`src/rtl/mips_pkg.sv`:
```
// Shared MIPS core types: datapath widths, ALU opcodes, forward selects and ID/EX field bundles.
package mips_pkg;
    localparam int DW = 32;
    localparam int RW = 5;

    typedef enum logic [3:0] {
        ALU_AND  = 4'b0000,
        ALU_OR   = 4'b0001,
        ALU_ADD  = 4'b0010,
        ALU_XOR  = 4'b0011,
        ALU_SLL  = 4'b0100,
        ALU_SRL  = 4'b0101,
        ALU_SUB  = 4'b0110,
        ALU_SLT  = 4'b0111,
        ALU_SRA  = 4'b1000,
        ALU_BEQ  = 4'b1001,
        ALU_BNE  = 4'b1010,
        ALU_NOR  = 4'b1100,
        ALU_ORI  = 4'b1101,
        ALU_XORI = 4'b1110,
        ALU_ANDI = 4'b1111
    } alu_op_e;

    // 2'b11 is reserved and decodes like FWD_REG
    typedef enum logic [1:0] {
        FWD_REG = 2'b00,
        FWD_WB  = 2'b01,
        FWD_MEM = 2'b10,
        FWD_RSV = 2'b11
    } fwd_sel_e;

    typedef struct packed {
        logic       valid;
        logic       reg_write;
        logic       mem_to_reg;
        logic       mem_write;
        logic       branch;
        logic       reg_dst;
        logic       alu_src;
        logic       shift_src;
        logic [3:0] alu_ctrl;
    } ex_ctrl_t;

    typedef struct packed {
        logic [RW-1:0] rs;
        logic [RW-1:0] rt;
        logic [RW-1:0] rd;
        logic [4:0]    shamt;
        logic [DW-1:0] rd1;
        logic [DW-1:0] rd2;
        logic [DW-1:0] imm;
        logic [DW-1:0] pc_plus4;
    } ex_data_t;
endpackage

```
`src/rtl/id_ex_stage_if.sv`:
```
// Decode-side inputs, hazard/forwarding controls and execute-side outputs of the ID/EX stage.
interface id_ex_stage_if;
    import mips_pkg::*;

    logic          StallE, FlushE;
    logic [DW-1:0] RD1D, RD2D, SignImmD, PCPlus4D;
    logic [4:0]    ShamtD;
    logic [RW-1:0] RsD, RtD, RdD;
    logic [3:0]    ALUControlD;
    logic          ALUSrcD, ShiftSrcD, RegDstD, RegWriteD, MemtoRegD, MemWriteD, BranchD;
    logic [1:0]    ForwardAE, ForwardBE;
    logic [DW-1:0] ALUOutM, ResultW;

    logic [DW-1:0] SrcAE, SrcBE, WriteDataE, PCPlus4E;
    logic [3:0]    ALUControlE;
    logic [RW-1:0] WriteRegE, RsE, RtE;
    logic          RegWriteE, MemtoRegE, MemWriteE, BranchE, ValidE;

    modport master (
        output StallE, FlushE, RD1D, RD2D, SignImmD, PCPlus4D, ShamtD, RsD, RtD, RdD,
               ALUControlD, ALUSrcD, ShiftSrcD, RegDstD, RegWriteD, MemtoRegD, MemWriteD,
               BranchD, ForwardAE, ForwardBE, ALUOutM, ResultW,
        input  SrcAE, SrcBE, WriteDataE, PCPlus4E, ALUControlE, WriteRegE, RsE, RtE,
               RegWriteE, MemtoRegE, MemWriteE, BranchE, ValidE
    );

    modport slave (
        input  StallE, FlushE, RD1D, RD2D, SignImmD, PCPlus4D, ShamtD, RsD, RtD, RdD,
               ALUControlD, ALUSrcD, ShiftSrcD, RegDstD, RegWriteD, MemtoRegD, MemWriteD,
               BranchD, ForwardAE, ForwardBE, ALUOutM, ResultW,
        output SrcAE, SrcBE, WriteDataE, PCPlus4E, ALUControlE, WriteRegE, RsE, RtE,
               RegWriteE, MemtoRegE, MemWriteE, BranchE, ValidE
    );
endinterface

```
`src/rtl/id_ex_stage_fwd_mux.sv`:
```
// Forward select (registered / WB / MEM) with register $0 forced to zero; purely combinational.
// Macro ID_EX_FORWARD_EN enables the bypass inputs; otherwise only the registered value is used.
module fwd_mux
    import mips_pkg::*;
(
    input  logic [1:0]    sel_i,
    input  logic [RW-1:0] idx_i,
    input  logic [DW-1:0] reg_i,
    input  logic [DW-1:0] alu_out_m_i,
    input  logic [DW-1:0] result_w_i,
    output logic [DW-1:0] val_o
);
    logic [DW-1:0] sel_val;

`ifdef ID_EX_FORWARD_EN
    always_comb begin
        sel_val = reg_i;
        case (fwd_sel_e'(sel_i))
            FWD_WB:  sel_val = result_w_i;
            FWD_MEM: sel_val = alu_out_m_i;
            default: sel_val = reg_i;
        endcase
    end
`else
    logic unused_fwd;
    assign unused_fwd = ^{sel_i, alu_out_m_i, result_w_i};
    assign sel_val    = reg_i;
`endif

    // $0 is hardwired zero even if a bypass source claims to write it
    assign val_o = (idx_i == '0) ? '0 : sel_val;
endmodule

```
`src/rtl/id_ex_stage.sv`:
```
// ID/EX pipeline register plus execute-operand select; one cycle D->E, forwarding combinational.
// Flush beats stall beats load; macro ID_EX_FORWARD_EN enables MEM/WB bypass in fwd_mux.
module id_ex_stage
    import mips_pkg::*;
(
    input  logic         CLK,
    input  logic         RST_N,
    id_ex_stage_if.slave bus
);
    ex_ctrl_t ctrl_q, ctrl_d;
    ex_data_t data_q, data_d;

    always_comb begin
        ctrl_d = ctrl_q;
        data_d = data_q;
        if (bus.FlushE) begin
            ctrl_d = '0;
            data_d = '0;
        end else if (!bus.StallE) begin
            ctrl_d.valid      = 1'b1;
            ctrl_d.reg_write  = bus.RegWriteD;
            ctrl_d.mem_to_reg = bus.MemtoRegD;
            ctrl_d.mem_write  = bus.MemWriteD;
            ctrl_d.branch     = bus.BranchD;
            ctrl_d.reg_dst    = bus.RegDstD;
            ctrl_d.alu_src    = bus.ALUSrcD;
            ctrl_d.shift_src  = bus.ShiftSrcD;
            ctrl_d.alu_ctrl   = bus.ALUControlD;
            data_d.rs         = bus.RsD;
            data_d.rt         = bus.RtD;
            data_d.rd         = bus.RdD;
            data_d.shamt      = bus.ShamtD;
            data_d.rd1        = bus.RD1D;
            data_d.rd2        = bus.RD2D;
            data_d.imm        = bus.SignImmD;
            data_d.pc_plus4   = bus.PCPlus4D;
        end
    end

    always_ff @(posedge CLK or negedge RST_N) begin
        if (!RST_N) begin
            ctrl_q <= '0;
            data_q <= '0;
        end else begin
            ctrl_q <= ctrl_d;
            data_q <= data_d;
        end
    end

    logic [DW-1:0] fwd_a, fwd_b;

    fwd_mux u_fwd_a (
        .sel_i       (bus.ForwardAE),
        .idx_i       (data_q.rs),
        .reg_i       (data_q.rd1),
        .alu_out_m_i (bus.ALUOutM),
        .result_w_i  (bus.ResultW),
        .val_o       (fwd_a)
    );

    fwd_mux u_fwd_b (
        .sel_i       (bus.ForwardBE),
        .idx_i       (data_q.rt),
        .reg_i       (data_q.rd2),
        .alu_out_m_i (bus.ALUOutM),
        .result_w_i  (bus.ResultW),
        .val_o       (fwd_b)
    );

    // Shifts carry the amount on A and the value to shift on B
    assign bus.SrcAE       = ctrl_q.shift_src ? {{(DW-5){1'b0}}, data_q.shamt} : fwd_a;
    assign bus.SrcBE       = ctrl_q.alu_src ? data_q.imm : fwd_b;
    assign bus.WriteDataE  = fwd_b;
    assign bus.WriteRegE   = ctrl_q.reg_dst ? data_q.rd : data_q.rt;
    assign bus.RsE         = data_q.rs;
    assign bus.RtE         = data_q.rt;
    assign bus.ALUControlE = ctrl_q.alu_ctrl;
    assign bus.RegWriteE   = ctrl_q.reg_write;
    assign bus.MemtoRegE   = ctrl_q.mem_to_reg;
    assign bus.MemWriteE   = ctrl_q.mem_write;
    assign bus.BranchE     = ctrl_q.branch;
    assign bus.PCPlus4E    = data_q.pc_plus4;
    assign bus.ValidE      = ctrl_q.valid;
endmodule
```
`src/flat_wrapper.sv`:
```
// flat-port wrapper written by rule: the top's interface ports become plain ports
module id_ex_stage_flat import mips_pkg::*;
  (CLK, RST_N, bus_StallE, bus_FlushE, bus_RD1D, bus_RD2D, bus_SignImmD, bus_PCPlus4D, bus_ShamtD, bus_RsD, bus_RtD, bus_RdD, bus_ALUControlD, bus_ALUSrcD, bus_ShiftSrcD, bus_RegDstD, bus_RegWriteD, bus_MemtoRegD, bus_MemWriteD, bus_BranchD, bus_ForwardAE, bus_ForwardBE, bus_ALUOutM, bus_ResultW, bus_SrcAE, bus_SrcBE, bus_WriteDataE, bus_PCPlus4E, bus_ALUControlE, bus_WriteRegE, bus_RsE, bus_RtE, bus_RegWriteE, bus_MemtoRegE, bus_MemWriteE, bus_BranchE, bus_ValidE);
  id_ex_stage_if bus_i ();
  input  logic CLK;
  input  logic RST_N;
  input wire logic [$bits(bus_i.StallE)-1:0] bus_StallE;
  input wire logic [$bits(bus_i.FlushE)-1:0] bus_FlushE;
  input wire logic [$bits(bus_i.RD1D)-1:0] bus_RD1D;
  input wire logic [$bits(bus_i.RD2D)-1:0] bus_RD2D;
  input wire logic [$bits(bus_i.SignImmD)-1:0] bus_SignImmD;
  input wire logic [$bits(bus_i.PCPlus4D)-1:0] bus_PCPlus4D;
  input wire logic [$bits(bus_i.ShamtD)-1:0] bus_ShamtD;
  input wire logic [$bits(bus_i.RsD)-1:0] bus_RsD;
  input wire logic [$bits(bus_i.RtD)-1:0] bus_RtD;
  input wire logic [$bits(bus_i.RdD)-1:0] bus_RdD;
  input wire logic [$bits(bus_i.ALUControlD)-1:0] bus_ALUControlD;
  input wire logic [$bits(bus_i.ALUSrcD)-1:0] bus_ALUSrcD;
  input wire logic [$bits(bus_i.ShiftSrcD)-1:0] bus_ShiftSrcD;
  input wire logic [$bits(bus_i.RegDstD)-1:0] bus_RegDstD;
  input wire logic [$bits(bus_i.RegWriteD)-1:0] bus_RegWriteD;
  input wire logic [$bits(bus_i.MemtoRegD)-1:0] bus_MemtoRegD;
  input wire logic [$bits(bus_i.MemWriteD)-1:0] bus_MemWriteD;
  input wire logic [$bits(bus_i.BranchD)-1:0] bus_BranchD;
  input wire logic [$bits(bus_i.ForwardAE)-1:0] bus_ForwardAE;
  input wire logic [$bits(bus_i.ForwardBE)-1:0] bus_ForwardBE;
  input wire logic [$bits(bus_i.ALUOutM)-1:0] bus_ALUOutM;
  input wire logic [$bits(bus_i.ResultW)-1:0] bus_ResultW;
  output wire logic [$bits(bus_i.SrcAE)-1:0] bus_SrcAE;
  output wire logic [$bits(bus_i.SrcBE)-1:0] bus_SrcBE;
  output wire logic [$bits(bus_i.WriteDataE)-1:0] bus_WriteDataE;
  output wire logic [$bits(bus_i.PCPlus4E)-1:0] bus_PCPlus4E;
  output wire logic [$bits(bus_i.ALUControlE)-1:0] bus_ALUControlE;
  output wire logic [$bits(bus_i.WriteRegE)-1:0] bus_WriteRegE;
  output wire logic [$bits(bus_i.RsE)-1:0] bus_RsE;
  output wire logic [$bits(bus_i.RtE)-1:0] bus_RtE;
  output wire logic [$bits(bus_i.RegWriteE)-1:0] bus_RegWriteE;
  output wire logic [$bits(bus_i.MemtoRegE)-1:0] bus_MemtoRegE;
  output wire logic [$bits(bus_i.MemWriteE)-1:0] bus_MemWriteE;
  output wire logic [$bits(bus_i.BranchE)-1:0] bus_BranchE;
  output wire logic [$bits(bus_i.ValidE)-1:0] bus_ValidE;
  assign bus_i.StallE = bus_StallE;
  assign bus_i.FlushE = bus_FlushE;
  assign bus_i.RD1D = bus_RD1D;
  assign bus_i.RD2D = bus_RD2D;
  assign bus_i.SignImmD = bus_SignImmD;
  assign bus_i.PCPlus4D = bus_PCPlus4D;
  assign bus_i.ShamtD = bus_ShamtD;
  assign bus_i.RsD = bus_RsD;
  assign bus_i.RtD = bus_RtD;
  assign bus_i.RdD = bus_RdD;
  assign bus_i.ALUControlD = bus_ALUControlD;
  assign bus_i.ALUSrcD = bus_ALUSrcD;
  assign bus_i.ShiftSrcD = bus_ShiftSrcD;
  assign bus_i.RegDstD = bus_RegDstD;
  assign bus_i.RegWriteD = bus_RegWriteD;
  assign bus_i.MemtoRegD = bus_MemtoRegD;
  assign bus_i.MemWriteD = bus_MemWriteD;
  assign bus_i.BranchD = bus_BranchD;
  assign bus_i.ForwardAE = bus_ForwardAE;
  assign bus_i.ForwardBE = bus_ForwardBE;
  assign bus_i.ALUOutM = bus_ALUOutM;
  assign bus_i.ResultW = bus_ResultW;
  assign bus_SrcAE = bus_i.SrcAE;
  assign bus_SrcBE = bus_i.SrcBE;
  assign bus_WriteDataE = bus_i.WriteDataE;
  assign bus_PCPlus4E = bus_i.PCPlus4E;
  assign bus_ALUControlE = bus_i.ALUControlE;
  assign bus_WriteRegE = bus_i.WriteRegE;
  assign bus_RsE = bus_i.RsE;
  assign bus_RtE = bus_i.RtE;
  assign bus_RegWriteE = bus_i.RegWriteE;
  assign bus_MemtoRegE = bus_i.MemtoRegE;
  assign bus_MemWriteE = bus_i.MemWriteE;
  assign bus_BranchE = bus_i.BranchE;
  assign bus_ValidE = bus_i.ValidE;
  id_ex_stage u_core (.CLK(CLK), .RST_N(RST_N), .bus(bus_i));
endmodule
```
`config.mk`:
```
export PLATFORM = sky130hd
export DESIGN_NAME = id_ex_stage_flat
export DESIGN_NICKNAME = d
export VERILOG_FILES = /design/src/rtl/mips_pkg.sv /design/src/rtl/id_ex_stage_if.sv /design/src/rtl/id_ex_stage_fwd_mux.sv /design/src/rtl/id_ex_stage.sv /design/src/flat_wrapper.sv
export SDC_FILE = /design/constraint.sdc
export NUM_CORES = 1
export LEC_CHECK = 0
export CORE_ASPECT_RATIO = 0.7
export CORE_MARGIN = 2
export CORE_UTILIZATION = 43
export CTS_BUF_LIST = sky130_fd_sc_hd__clkbuf_4
export CTS_CLUSTER_DIAMETER = 150
export DETAILED_ROUTE_END_ITERATION = 8
export PLACE_DENSITY = 0.84
export SLEW_MARGIN = 20
export SYNTH_ARGS = -nofsm -noshare
export SYNTH_HDL_FRONTEND = slang
export SYNTH_SLANG_ARGS = --single-unit
```
`constraint.sdc`:
```
create_clock -name CLK -period 1.9 [get_ports CLK]
set_clock_uncertainty 0.1 [all_clocks]
set_input_delay 0.19 -clock CLK [delete_from_list [all_inputs] [get_ports CLK]]
set_output_delay 0.19 -clock CLK [all_outputs]
set_load 0.05 [all_outputs]
```
==> summary.md <==
| Metric | Value |
|---|---|
| Status | finished with violations |
| Failing checks | negative setup slack |
| Max Cap Viol | 0 |
| Root Buffer | clkbuf_4 |
| Setup CP Type | reg2out |
| Placed Area | approximately 11,000 µm² |
| Initial antenna violation count | 0 |
| Yosys warning count | 0 |
| Final WS setup | -0.359 ns |
| Critical Path Sink Type | output port |
| Worst endpoint required time | 1.61 ns |
| Drt wl/cell | 20.3 µm |
| Vias/cell | between 5 and 6 |
| Max Slew Vio Count | 0 |
| Hold WC Path Type | in2async |
| Antenna Cells | 0 |
| TNS Setup | -24.31 ns |
| Mapped Area | 8100 µm² |
| Chip width | about 170 µm |
| Maximum vdd drop | ~460 µV |
| Post-synthesis register bit count | 160 |
| DRC viols | 0 |
| Post-Synthesis Cells | roughly 760 |
| # nets final | 1,272 |
| Cell Chain, Critical Path | nor4_4 > buf_6 > buf_12 > a21oi_2 > buf_6 |
| Antenna Nets Post-Route | 0 |
| Reg2Reg Depth | 4 |
| Number of placement rows | 41 |
| Max incr delay on CP | between 0.4 and 0.5 ns |
| Worst reg2reg startpoint | u_core.bus.RtE[2] |
| Layout cell share with drive strength beyond 1 | 30.8% |
| Worst Path Arrival | between 1.5 and 2 ns |
| Fraction of the mapped netlist area in adder cells | 0% |
| Global Route Usage Sum | 24.3% |
| Final-report hold violation count | 0 |
| Mux share of post-synthesis cell area | between 20% and 30% |
| Largest net degree at the start of global routing | 94 |
| Die height | ~120 µm |
| CTS max path bufs | 2 |
| Drt pass-1 iters | 4 |
| Area Growth Syn to Fin | 56.3% |
| # IOs | 383 |
| Global-route wire length before repair | ~38 mm |
| Gr ovfl total | 0 |
| DR iter-0 viols | about 450 |
| Core Box Area | 18,300 µm² |
| Routed vias | roughly 6,700 |
| RSZ-0062 raised after global routing | yes |
| Sequential share of the synthesized area | between 40% and 50% |
| Commonest non-fill, non-tap cells in the layout | mux2i_1, nor2_1, clkdlybuf4s50_1 |
| Initial Util | 44.4% |
| # H-tree levels | 4 |
| Shortest period the worst path allows | 2.26 ns |
| Design area | between 10,000 and 15,000 µm² |
| CTS Sinks | 160 |
| CTS clk-pin slew, worst paths | 0.16 ns |
| Leak pwr | 5.94 nW |
| Final core utilization | around 69% |
| Max Clk Rate | roughly 440 MHz |
| Compound-Gate Fraction of Synth Area | 7.07% |
| Startpoint Class | register |
| Total routed wirelength | about 26 mm |
| Final Wtd Congestion | 0.790 |
| CTS tree | done |
| Vias in the first global route | 6,722 |
| Net Count, Synth | just under 1,000 |
| Power, Total | 8.68 mW |
| Reg-to-reg endpoint | u_core.bus.RtE[2] |
| Main combinational cell family by area after synthesis | multiplexers |
| TritonCTS buffer count | 17 |
| Worst-Margin Slew | around 0.53 ns |
| Rel. slew slack | between 60% and 70% |
| Dpl hpwl | ~16 mm |
| Fin crit share | 119% |
| Critical path peak fanout | 7 |
| Average size of a mapped cell | about 11 µm² |
| Synth Area in XOR/XNOR | 0% |
| Power per cell area | 685 nW/µm² |
| Worst-Skew Late Latency | about 0.55 ns |
| Total die area | 20,000 µm² |
| Port bufs | 314 |
| Yosys cell types | 20 |
| Simple-Gate Fraction of Synth Area | around a tenth |
| Final setup vio count | 97 |
| CP most frequent cell | buf_6 |
| Most common cell after layout, fill and taps aside | mux2i_1 |
| Critical-path top delay cell | dfrtp_2 |
| Flop-to-flop setup slack | between 0.8 and 0.9 ns |
==> how the worst max path moves through the flow <==
stage | start | endpoint
2_1_floorplan | u_core.bus.RtE[1] | bus_WriteDataE[13]
3_3_place_gp | u_core.bus.RtE[1] | bus_WriteDataE[1]
3_5_place_dp | u_core.bus.RtE[0] | bus_WriteDataE[27]
4_1_cts | u_core.bus.RsE[4] | bus_SrcAE[11]
5_1_grt | u_core.bus.RsE[0] | bus_SrcAE[26]
6_report | u_core.bus.RsE[0] | bus_SrcAE[26]
==> state kept, by name (all words and copies together) (netlist names) <==
| name | cells |
|---|---|
| u_core.ctrl_q | 3 |
| u_core.bus.RsE | 5 |
| u_core.bus.ValidE | 1 |
| u_core.bus.MemWriteE | 1 |
| u_core.bus.MemtoRegE | 1 |
| u_core.bus.ALUControlE | 4 |
| u_core.bus.RegWriteE | 1 |
| u_core.bus.RtE | 5 |
| u_core.data_q | 106 |
| u_core.bus.BranchE | 1 |
| u_core.bus.PCPlus4E | 32 |
==> critical path, delay by kind of cell, from the launching register on <==
| family | cells | cell delay (ns) |
|---|---|---|
| and+or+nand+nor | 1 | 0.35 |
| DFF | 1 | 0.48 |
| buffers and inverters | 3 | 0.51 |
| AOI/OAI and AO/OA | 1 | 0.08 |
==> per-layer routing <==
metal	global-route usage (%)	up-vias	share of wire [%]
li1	-	3087	-
met1	31.8	3344	42
met2	39.4	260	48
met3	8.37	31	8.3
met4	5.23	0	1.8
met5	0	-	0
==> cell usage after synthesis, drive strengths merged <==
cell	number	area share (%)
mux2	5	0.69
nor4	2	0.34
dfrtp	160	49
nand2b	27	2.1
clkinv	1	0.046
clkbuf	17	0.80
buf	89	7.5
a21oi	65	4.1
nor3	2	0.32
a21boi	32	3.0
inv	1	0.046
mux2i	196	24
nor2	161	7.5
==> cells by family (layout without fill, tap and decap cells) <==
kind of cell / Yosys count / after routing
flip-flops: 160 / 160
AO/OA/AOI/OAI: 97 / 97
buffers and inverters: 108 / 404
multiplexers: 201 / 201
AND/OR/NAND/NOR: 192 / 192
==> layout make-up <==
type                       instances  area (µm²)
clock buffer                      17         128
fill                            1331        5600
clock inverter                    15         130
multi-input combinational        490        4020
tap                              236         295
timing repair buffer             370        4070
inverter                           2        7.51
sequential                       160        4020
==> power by group <==
part	switching (mW)	total (mW)	internal [mW]
logic	1.73	3.00	1.28
clock network	1.37	1.93	0.564
registers	0.145	3.74	3.60
total	3.24	8.68	5.44
==> timing repair <==
item | 4_1_cts | 5_1_grt
pin swaps | 8 | 31
gates cloned | 6 | 7
hold buffers | 3 | 0
resized for setup | 141 | 202
hold endpoints to repair | 202 | 0
setup buffers | 9 | 8
setup endpoints to repair | 146 | 106
==> through the flow <==
stage,worst slack [ns],hold WS [ns],cells
floorplan,-0.188,-0.206,758
global placement,0.250,0.00330,1228
detailed placement,0.226,-0.00130,1228
CTS,-0.378,0.0345,1277
global route,-0.484,0.0163,1290
finish,-0.359,0.0797,1290
Note: power is estimated with default switching activity, not from simulation.
